--- src/rtl/multicycle_control_unit.sv ---
// Multicycle MIPS control unit: Moore FSM sequencing fetch, decode, execute, memory and
// writeback, with optional bne/addi decode, a mem_ready wait handshake and illegal-opcode pulse.
module multicycle_control_unit #(
   parameter int ALU_CTRL_W = 3,
   parameter int EN_BNE     = 1,
   parameter int EN_ADDI    = 1,
   parameter int MEM_WAIT   = 1
) (
   input  logic                  clk,
   input  logic                  reset_n,
   input  logic [5:0]            Opcode,
   input  logic [5:0]            Funct,
   input  logic                  zero,
   input  logic                  mem_ready,
   output logic                  mem_req,
   output logic                  IorD,
   output logic                  MemWrite,
   output logic                  IRWrite,
   output logic                  RegDst,
   output logic                  MemToReg,
   output logic                  RegWrite,
   output logic                  ALUSrcA,
   output logic [1:0]            ALUSrcB,
   output logic [1:0]            PCSrc,
   output logic                  pc_en,
   output logic [ALU_CTRL_W-1:0] ALUControl,
   output logic                  illegal,
   output logic [3:0]            state_o
);

   localparam logic [3:0] S_FETCH   = 4'd0;
   localparam logic [3:0] S_DECODE  = 4'd1;
   localparam logic [3:0] S_MEMADR  = 4'd2;
   localparam logic [3:0] S_MEMRD   = 4'd3;
   localparam logic [3:0] S_MEMWB   = 4'd4;
   localparam logic [3:0] S_MEMWR   = 4'd5;
   localparam logic [3:0] S_EXECUTE = 4'd6;
   localparam logic [3:0] S_ALUWB   = 4'd7;
   localparam logic [3:0] S_BRANCH  = 4'd8;
   localparam logic [3:0] S_ADDIEX  = 4'd9;
   localparam logic [3:0] S_ADDIWB  = 4'd10;
   localparam logic [3:0] S_JUMP    = 4'd11;

   localparam logic [5:0] OP_RTYPE = 6'b000000;
   localparam logic [5:0] OP_LW    = 6'b100011;
   localparam logic [5:0] OP_SW    = 6'b101011;
   localparam logic [5:0] OP_BEQ   = 6'b000100;
   localparam logic [5:0] OP_BNE   = 6'b000101;
   localparam logic [5:0] OP_ADDI  = 6'b001000;
   localparam logic [5:0] OP_J     = 6'b000010;

   logic [3:0] state, next_state;
   logic       ready;
   logic       is_lw, is_sw, is_rtype, is_beq, is_bne, is_addi, is_j, known;
   logic       mem_req_c, irwrite_c, pc_en_c, memwrite_c, regwrite_c, illegal_c;
   logic [2:0] alu_op;

   // With MEM_WAIT=0 the memory is assumed single-cycle and mem_ready is never consulted.
   assign ready    = (MEM_WAIT != 0) ? mem_ready : 1'b1;
   assign is_lw    = (Opcode == OP_LW);
   assign is_sw    = (Opcode == OP_SW);
   assign is_rtype = (Opcode == OP_RTYPE);
   assign is_beq   = (Opcode == OP_BEQ);
   assign is_bne   = (EN_BNE != 0) && (Opcode == OP_BNE);
   assign is_addi  = (EN_ADDI != 0) && (Opcode == OP_ADDI);
   assign is_j     = (Opcode == OP_J);
   assign known    = is_lw | is_sw | is_rtype | is_beq | is_bne | is_addi | is_j;

   always_ff @(posedge clk) begin
      // NOTE: non-blocking so every reader of state sees the pre-edge value this cycle.
      if (!reset_n) state <= S_FETCH;
      else          state <= next_state;
   end

   always_comb begin
      // NOTE: default first so no path leaves next_state unassigned (no inferred latch).
      next_state = S_FETCH;
      case (state)
         S_FETCH:   next_state = ready ? S_DECODE : S_FETCH;
         S_DECODE: begin
            if (is_lw || is_sw)        next_state = S_MEMADR;
            else if (is_rtype)         next_state = S_EXECUTE;
            else if (is_beq || is_bne) next_state = S_BRANCH;
            else if (is_addi)          next_state = S_ADDIEX;
            else if (is_j)             next_state = S_JUMP;
            else                       next_state = S_FETCH;
         end
         S_MEMADR:  next_state = is_lw ? S_MEMRD : S_MEMWR;
         S_MEMRD:   next_state = ready ? S_MEMWB : S_MEMRD;
         S_MEMWR:   next_state = ready ? S_FETCH : S_MEMWR;
         S_EXECUTE: next_state = S_ALUWB;
         S_ADDIEX:  next_state = S_ADDIWB;
         default:   next_state = S_FETCH;
      endcase
   end

   always_comb begin
      mem_req_c  = 1'b0;
      irwrite_c  = 1'b0;
      pc_en_c    = 1'b0;
      memwrite_c = 1'b0;
      regwrite_c = 1'b0;
      illegal_c  = 1'b0;
      IorD       = 1'b0;
      RegDst     = 1'b0;
      MemToReg   = 1'b0;
      ALUSrcA    = 1'b0;
      ALUSrcB    = 2'b00;
      PCSrc      = 2'b00;
      alu_op     = 3'b010;
      case (state)
         S_FETCH: begin
            // PC and IR load only on the completing cycle so the PC advances once per fetch.
            mem_req_c = 1'b1;
            irwrite_c = ready;
            pc_en_c   = ready;
            ALUSrcB   = 2'b01;
         end
         S_DECODE: begin
            ALUSrcB   = 2'b11;
            illegal_c = ~known;
         end
         S_MEMADR, S_ADDIEX: begin
            ALUSrcA = 1'b1;
            ALUSrcB = 2'b10;
         end
         S_MEMRD: begin
            mem_req_c = 1'b1;
            IorD      = 1'b1;
         end
         S_MEMWR: begin
            mem_req_c  = 1'b1;
            IorD       = 1'b1;
            memwrite_c = 1'b1;
         end
         S_MEMWB: begin
            regwrite_c = 1'b1;
            MemToReg   = 1'b1;
         end
         S_EXECUTE: begin
            ALUSrcA = 1'b1;
            case (Funct)
               6'b100010: alu_op = 3'b110;
               6'b100100: alu_op = 3'b000;
               6'b100101: alu_op = 3'b001;
               6'b101010: alu_op = 3'b111;
               default:   alu_op = 3'b010;
            endcase
         end
         S_ALUWB: begin
            regwrite_c = 1'b1;
            RegDst     = 1'b1;
         end
         S_ADDIWB: regwrite_c = 1'b1;
         S_BRANCH: begin
            ALUSrcA = 1'b1;
            alu_op  = 3'b110;
            PCSrc   = 2'b01;
            pc_en_c = is_bne ? ~zero : zero;
         end
         S_JUMP: begin
            PCSrc   = 2'b10;
            pc_en_c = 1'b1;
         end
         default: ;
      endcase
   end

   // Write enables are gated by reset so an abandoned instruction commits nothing.
   assign mem_req  = mem_req_c  & reset_n;
   assign IRWrite  = irwrite_c  & reset_n;
   assign pc_en    = pc_en_c    & reset_n;
   assign MemWrite = memwrite_c & reset_n;
   assign RegWrite = regwrite_c & reset_n;
   assign illegal  = illegal_c  & reset_n;
   assign state_o  = state;

   always_comb begin
      ALUControl      = '0;
      ALUControl[2:0] = alu_op;
   end

endmodule

--- config.mk ---
export PLATFORM = sky130hd
export DESIGN_NAME = multicycle_control_unit
export DESIGN_NICKNAME = d
export VERILOG_FILES = /design/src/rtl/multicycle_control_unit.sv
export SDC_FILE = /design/constraint.sdc
export NUM_CORES = 1
export LEC_CHECK = 0
export BUFFER_PORTS_ARGS = -buffer_cell sky130_fd_sc_hd__buf_2
export CORE_AREA = 10 10 62 64
export DETAILED_ROUTE_END_ITERATION = 16
export DIE_AREA = 0 0 72 74
export GPL_TIMING_DRIVEN = 0
export SLEW_MARGIN = 20
export SYNTH_ARGS = -nofsm -noshare
export SYNTH_HDL_FRONTEND = slang
export SYNTH_SLANG_ARGS = --single-unit
export TNS_END_PERCENT = 30
--- constraint.sdc ---
create_clock -name clk -period 3.8 [get_ports clk]
set_clock_uncertainty 0.15 [all_clocks]
set_input_delay 0.38 -clock clk [delete_from_list [all_inputs] [get_ports clk]]
set_output_delay 0.38 -clock clk [all_outputs]
set_load 0.02 [all_outputs]
==> results of run 1 <==
[layer usage]
| metal | share of wire | up-vias | GRT usage | wire length, um |
|---|---|---|---|---|
| met1 | 0.46 | 405 | 0.0976 | 1130 |
| met5 | 0 | - | 0 | 0 |
| met2 | 0.45 | 33 | 0.158 | 1110 |
| met3 | 0.080 | 2 | 0.0319 | 195 |
| li1 | - | 442 | - | - |
| met4 | 0.0057 | 0 | 0.0258 | 14 |
[final timing paths]
path | from | endpoint | slack, ps
max | state_o[2] | ALUControl[1] | 1340
min | Opcode[4] | state_o[1] | 250
max reg2reg | state_o[0] | state_o[2] | 2040
min reg2reg | state_o[3] | state_o[2] | 610
[cells by family after synthesis]
family | Yosys count
XOR/XNOR | 4
AND/OR/NAND/NOR | 58
AO/OA/AOI/OAI | 20
flip-flops | 4
buffers and inverters | 9
[power by group through the flow]
stage                     logic [W]  registers [W]  clock network [W]
after floorplan           0.0000271      0.0000463                  0
after global placement    0.0000503      0.0000455                  0
after detailed placement  0.0000523      0.0000455                  0
after CTS                 0.0000525      0.0000448          0.0000569
after global routing      0.0000581      0.0000450          0.0000596
final                     0.0000526      0.0000448          0.0000556
[cell usage after synthesis, types with 3 or more instances]
master / number / area (sq um)
nand2b_1: 4 / 25.0
o21ai_0: 3 / 15.0
nor2_1: 15 / 56.3
nand2_1: 5 / 18.8
nor4b_1: 3 / 26.3
dfxtp_1: 4 / 80.1
a21oi_1: 5 / 25.0
xor2_1: 3 / 26.3
inv_1: 3 / 11.3
nand3_1: 3 / 15.0
nor3_1: 7 / 35.0
clkbuf_1: 3 / 11.3
[cell type report]
cell class | count | area, sq um | share of cell area
multi-input cells | 82 | 510 | 0.586
plain buffers | 6 | 27.5 | 0.0316
clock buffers | 3 | 22.5 | 0.0259
well taps | 31 | 38.8 | 0.0445
inverters | 3 | 11.3 | 0.0129
flip-flops and latches | 4 | 80.1 | 0.0920
repair buffers | 36 | 180 | 0.207
[critical path: cells and delay by family, from the launching register on]
family | cells | cell delay, ps
flip-flops | 1 | 310
buffers and inverters | 2 | 360
AND/OR/NAND/NOR | 3 | 1020
[stage by stage]
step	util	total power (W)	hold WS, ps	setup slack [ps]	instance area (sq um)
6_report	0.327	0.000153	248	1340	871
5_1_grt	0.327	0.000163	251	1260	871
4_1_cts	0.327	0.000154	244	1330	871
3_5_place_dp	0.319	0.0000978	497	1600	848
3_3_place_gp	0.319	0.0000957	492	1630	848
2_1_floorplan	-	0.0000734	331	1440	629
==> run metrics, run 1 <==
crit path max fanout=10; fin. max-slew vios=0; Max transition margin=0.707; Req. time, crit path=3270 ps; Total Neg Setup Slack=0 ps; sequential area share after synthesis=0.127; FP Rows=19; diode count=0; YS warnings=0; synthesized area=629 sq um; Post-DP HPWL=2010 um; slowest CP cell=or4b_1; CP Capture Type=output port; Die W=72 um; Post-CTS Resized=0; clk_lat worst skew=240 ps; Seq cells post-synth=4; CTS tree=yes; minimum clock period=2460 ps; Num Clock Sinks=4; Synth-to-Final Area Change=38.4%; cell count after placement=162; Top cell by count, worst path=buf_2; GRT overflow=0; vias after detailed routing=882; number of setup violations in the final report=0; Layout Nets=152; worst r2r path cells=5; Post-Layout Cell Count=165; Internal=0.0000991 W; main flop type after synthesis=dfxtp_1; synthesized area per cell=6.62 sq um; Remaining DRCs=0; leakage power=0.374 nW; post-synthesis simple-gate area fraction=0.535; number of buffers created by CTS=3; combinational share of power=0.344; Post-CTS Setup Bufs=0; critical path type=register to output port; clock edge transition at the registers on the reported setup and hold paths=40 ps; synth unique cells=41; initial DRC count=29; post-synthesis xor/xnor area fraction=0.0557; Final period util=0.648; status=finished clean; I/O Pins=37; clk root buf=clkbuf_4; Clk network pwr share=0.363; CTS H-Tree Depth=1; Die H=74 um; Tot GR Track Use=0.0889; Psw=0.0000538 W; number of global-route vias before repair=930; Fin. Hold Viols=0; Worst Hold Class=primary input to register; FILL cells=302; Final Wtd Congestion=0.896; commonest non-fill, non-tap cell in the layout=buf_2; First-pass DRT Iterations=4; Max Cap Viol=0; main combinational cell family by area after synthesis=simple AND/OR/NAND/NOR gates; first-pass GRT wire length=4040 um; RSZ-0062 raised after global routing=no; Cell Pwr Density=176 nW/um^2; die area=5330 sq um; post-route antenna net violation count=0; via-per-instance ratio=5.35; final WL=2440 um; max FFs per register=4; CP arrival=1930 ps; crit path cell chain=buf_2, nand4bb_1, or3b_1, or4b_1, buf_2; VDD IR max=0.139 mV; commonest non-fill, non-tap cells in the layout=buf_2, nor2_1, nor3_1; number of synthesized flops with an enable pin=0; Syn Inst Count=95; Synth Area in Compound Gates=0.221; Post-Synth Adder-Cell Area=0; hold-fix buffers at CTS=0; Cells on Worst Hold Path=2; Largest stage delay, worst path=470 ps; largest net degree at the start of global routing=11; Seq pwr share=0.293; syn_nets=111; core area=2660 sq um; antenna violations before repair=0; port bufs=36; Routed WL per cell=14.8 um; Clock Tree Buf Depth=2; worst-margin pin slew=434 ps; switching portion of total power=0.352; Startpoint Class=register; Starting Density=0.236; mux contribution to synthesized area=0; FMAX=406 MHz; Async SR Flop Fraction=0; share of post-route cells with drive strength above 1=0.321
(Power assumes the default switching activity.)
==> run 2: changes to the inputs <==
==> constraint.sdc (replaced) <==
create_clock -name clk -period 2.4 [get_ports clk]
set_clock_uncertainty 0.15 [all_clocks]
set_input_delay 0.24 -clock clk [delete_from_list [all_inputs] [get_ports clk]]
set_output_delay 0.24 -clock clk [all_outputs]
set_load 0.02 [all_outputs]
==> run metrics, run 2 (synthesized netlist as in run 1, its figures left out) <==
status=finished clean; CTS tree=yes; Post-CTS Resized=0; max FFs per register=4; crit path max fanout=10; Clock Tree Buf Depth=2; number of buffers created by CTS=3; commonest non-fill, non-tap cells in the layout=buf_2, nor2_1, nor3_1; first-pass GRT wire length=4040 um; clk root buf=clkbuf_4; worst hold slack=108 ps; leakage power=0.374 nW; clk_lat worst skew=240 ps; share of post-route cells with drive strength above 1=0.321; vias after detailed routing=882; FP Rows=19; critical path type=register to output port; Synth-to-Final Area Change=38.8%; clock edge transition at the registers on the reported setup and hold paths=40 ps; diode count=0; core area=2660 sq um; Die W=72 um; Seq pwr share=0.293; number of global-route vias before repair=930; die area=5330 sq um; final WL=2440 um; hold-fix buffers at CTS=0; CTS H-Tree Depth=1; commonest non-fill, non-tap cell in the layout=buf_2; worst-margin pin slew=434 ps; I/O Pins=37; First-pass DRT Iterations=4; minimum clock period=2310 ps; GRT overflow=0; Tot GR Track Use=0.0889; Psw=0.0000852 W; FMAX=434 MHz; total power=0.000242 W; Startpoint Class=register; VDD IR max=0.220 mV; Internal=0.000157 W; combinational share of power=0.344; Total Neg Setup Slack=0 ps; port bufs=36; Die H=74 um; Layout Nets=152; Post-DP HPWL=2010 um; number of setup violations in the final report=0; Fin. Hold Viols=0; Num Clock Sinks=4; Clk network pwr share=0.363; largest net degree at the start of global routing=11; fin. max-slew vios=0; switching portion of total power=0.352; Max transition margin=0.707; RSZ-0062 raised after global routing=no; Remaining DRCs=0; Final period util=0.961; Worst Hold Class=primary input to register; reg-to-reg slack, setup=640 ps; Post-CTS Setup Bufs=0; CP Capture Type=output port; Final Wtd Congestion=0.896; Routed WL per cell=14.8 um; post-route antenna net violation count=0; Max Cap Viol=0; Cell Pwr Density=277 nW/um^2; placed cell area=848 sq um; Req. time, crit path=2010 ps; design area=873 sq um; Starting Density=0.236; antenna violations before repair=0; via-per-instance ratio=5.35; CP arrival=1920 ps; initial DRC count=32
run 2: cell count changes in the layout (fill, tap and decap cells not counted):
cell and change:
clkbuf_4 +1, buf_2 -1
run 2: worst paths after layout:
path / startpoint / endpoint / cells past startpoint
max: state_o[2] / ALUControl[1] / 5
min: Opcode[4] / state_o[1] / 2
max reg2reg: state_o[0] / state_o[2] / 5
min reg2reg: state_o[3] / state_o[2] / 3
run 2: metal layers:
metal,track usage,share of wire,vias to the layer above
met3,0.0319,0.080,2
met5,0,0,-
li1,-,-,442
met1,0.0976,0.46,405
met4,0.0258,0.0057,0
met2,0.158,0.45,33
run 2: final cells by class:
cell class | count | area, sq um
repair buffers | 36 | 180
plain buffers | 6 | 30.0
clock buffers | 3 | 22.5
fillers | 302 | 1790
well taps | 31 | 38.8
multi-input cells | 82 | 510
flip-flops and latches | 4 | 80.1
inverters | 3 | 11.3
run 2: metrics by stage:
stage	setup slack (ps)	cells	util
6_report	94.0	165	0.328
3_5_place_dp	335	162	0.319
3_3_place_gp	372	162	0.319
4_1_cts	72.0	165	0.327
2_1_floorplan	179	95	-
5_1_grt	19.3	165	0.328
run 2: power by group through the flow:
stage / clock network, W / registers [W] / logic, W
5_1_grt: 0.0000944 / 0.0000713 / 0.0000920
3_3_place_gp: 0 / 0.0000720 / 0.0000796
2_1_floorplan: 0 / 0.0000733 / 0.0000429
4_1_cts: 0.0000901 / 0.0000709 / 0.0000831
6_report: 0.0000880 / 0.0000709 / 0.0000833
3_5_place_dp: 0 / 0.0000720 / 0.0000828
run 2: worst max-delay path, cell delays in order (launching register included):
cell and delay (ps):
dfxtp_1 310, clkbuf_4 180, nand4bb_1 140, or3b_1 410
or4b_1 470, buf_2 170
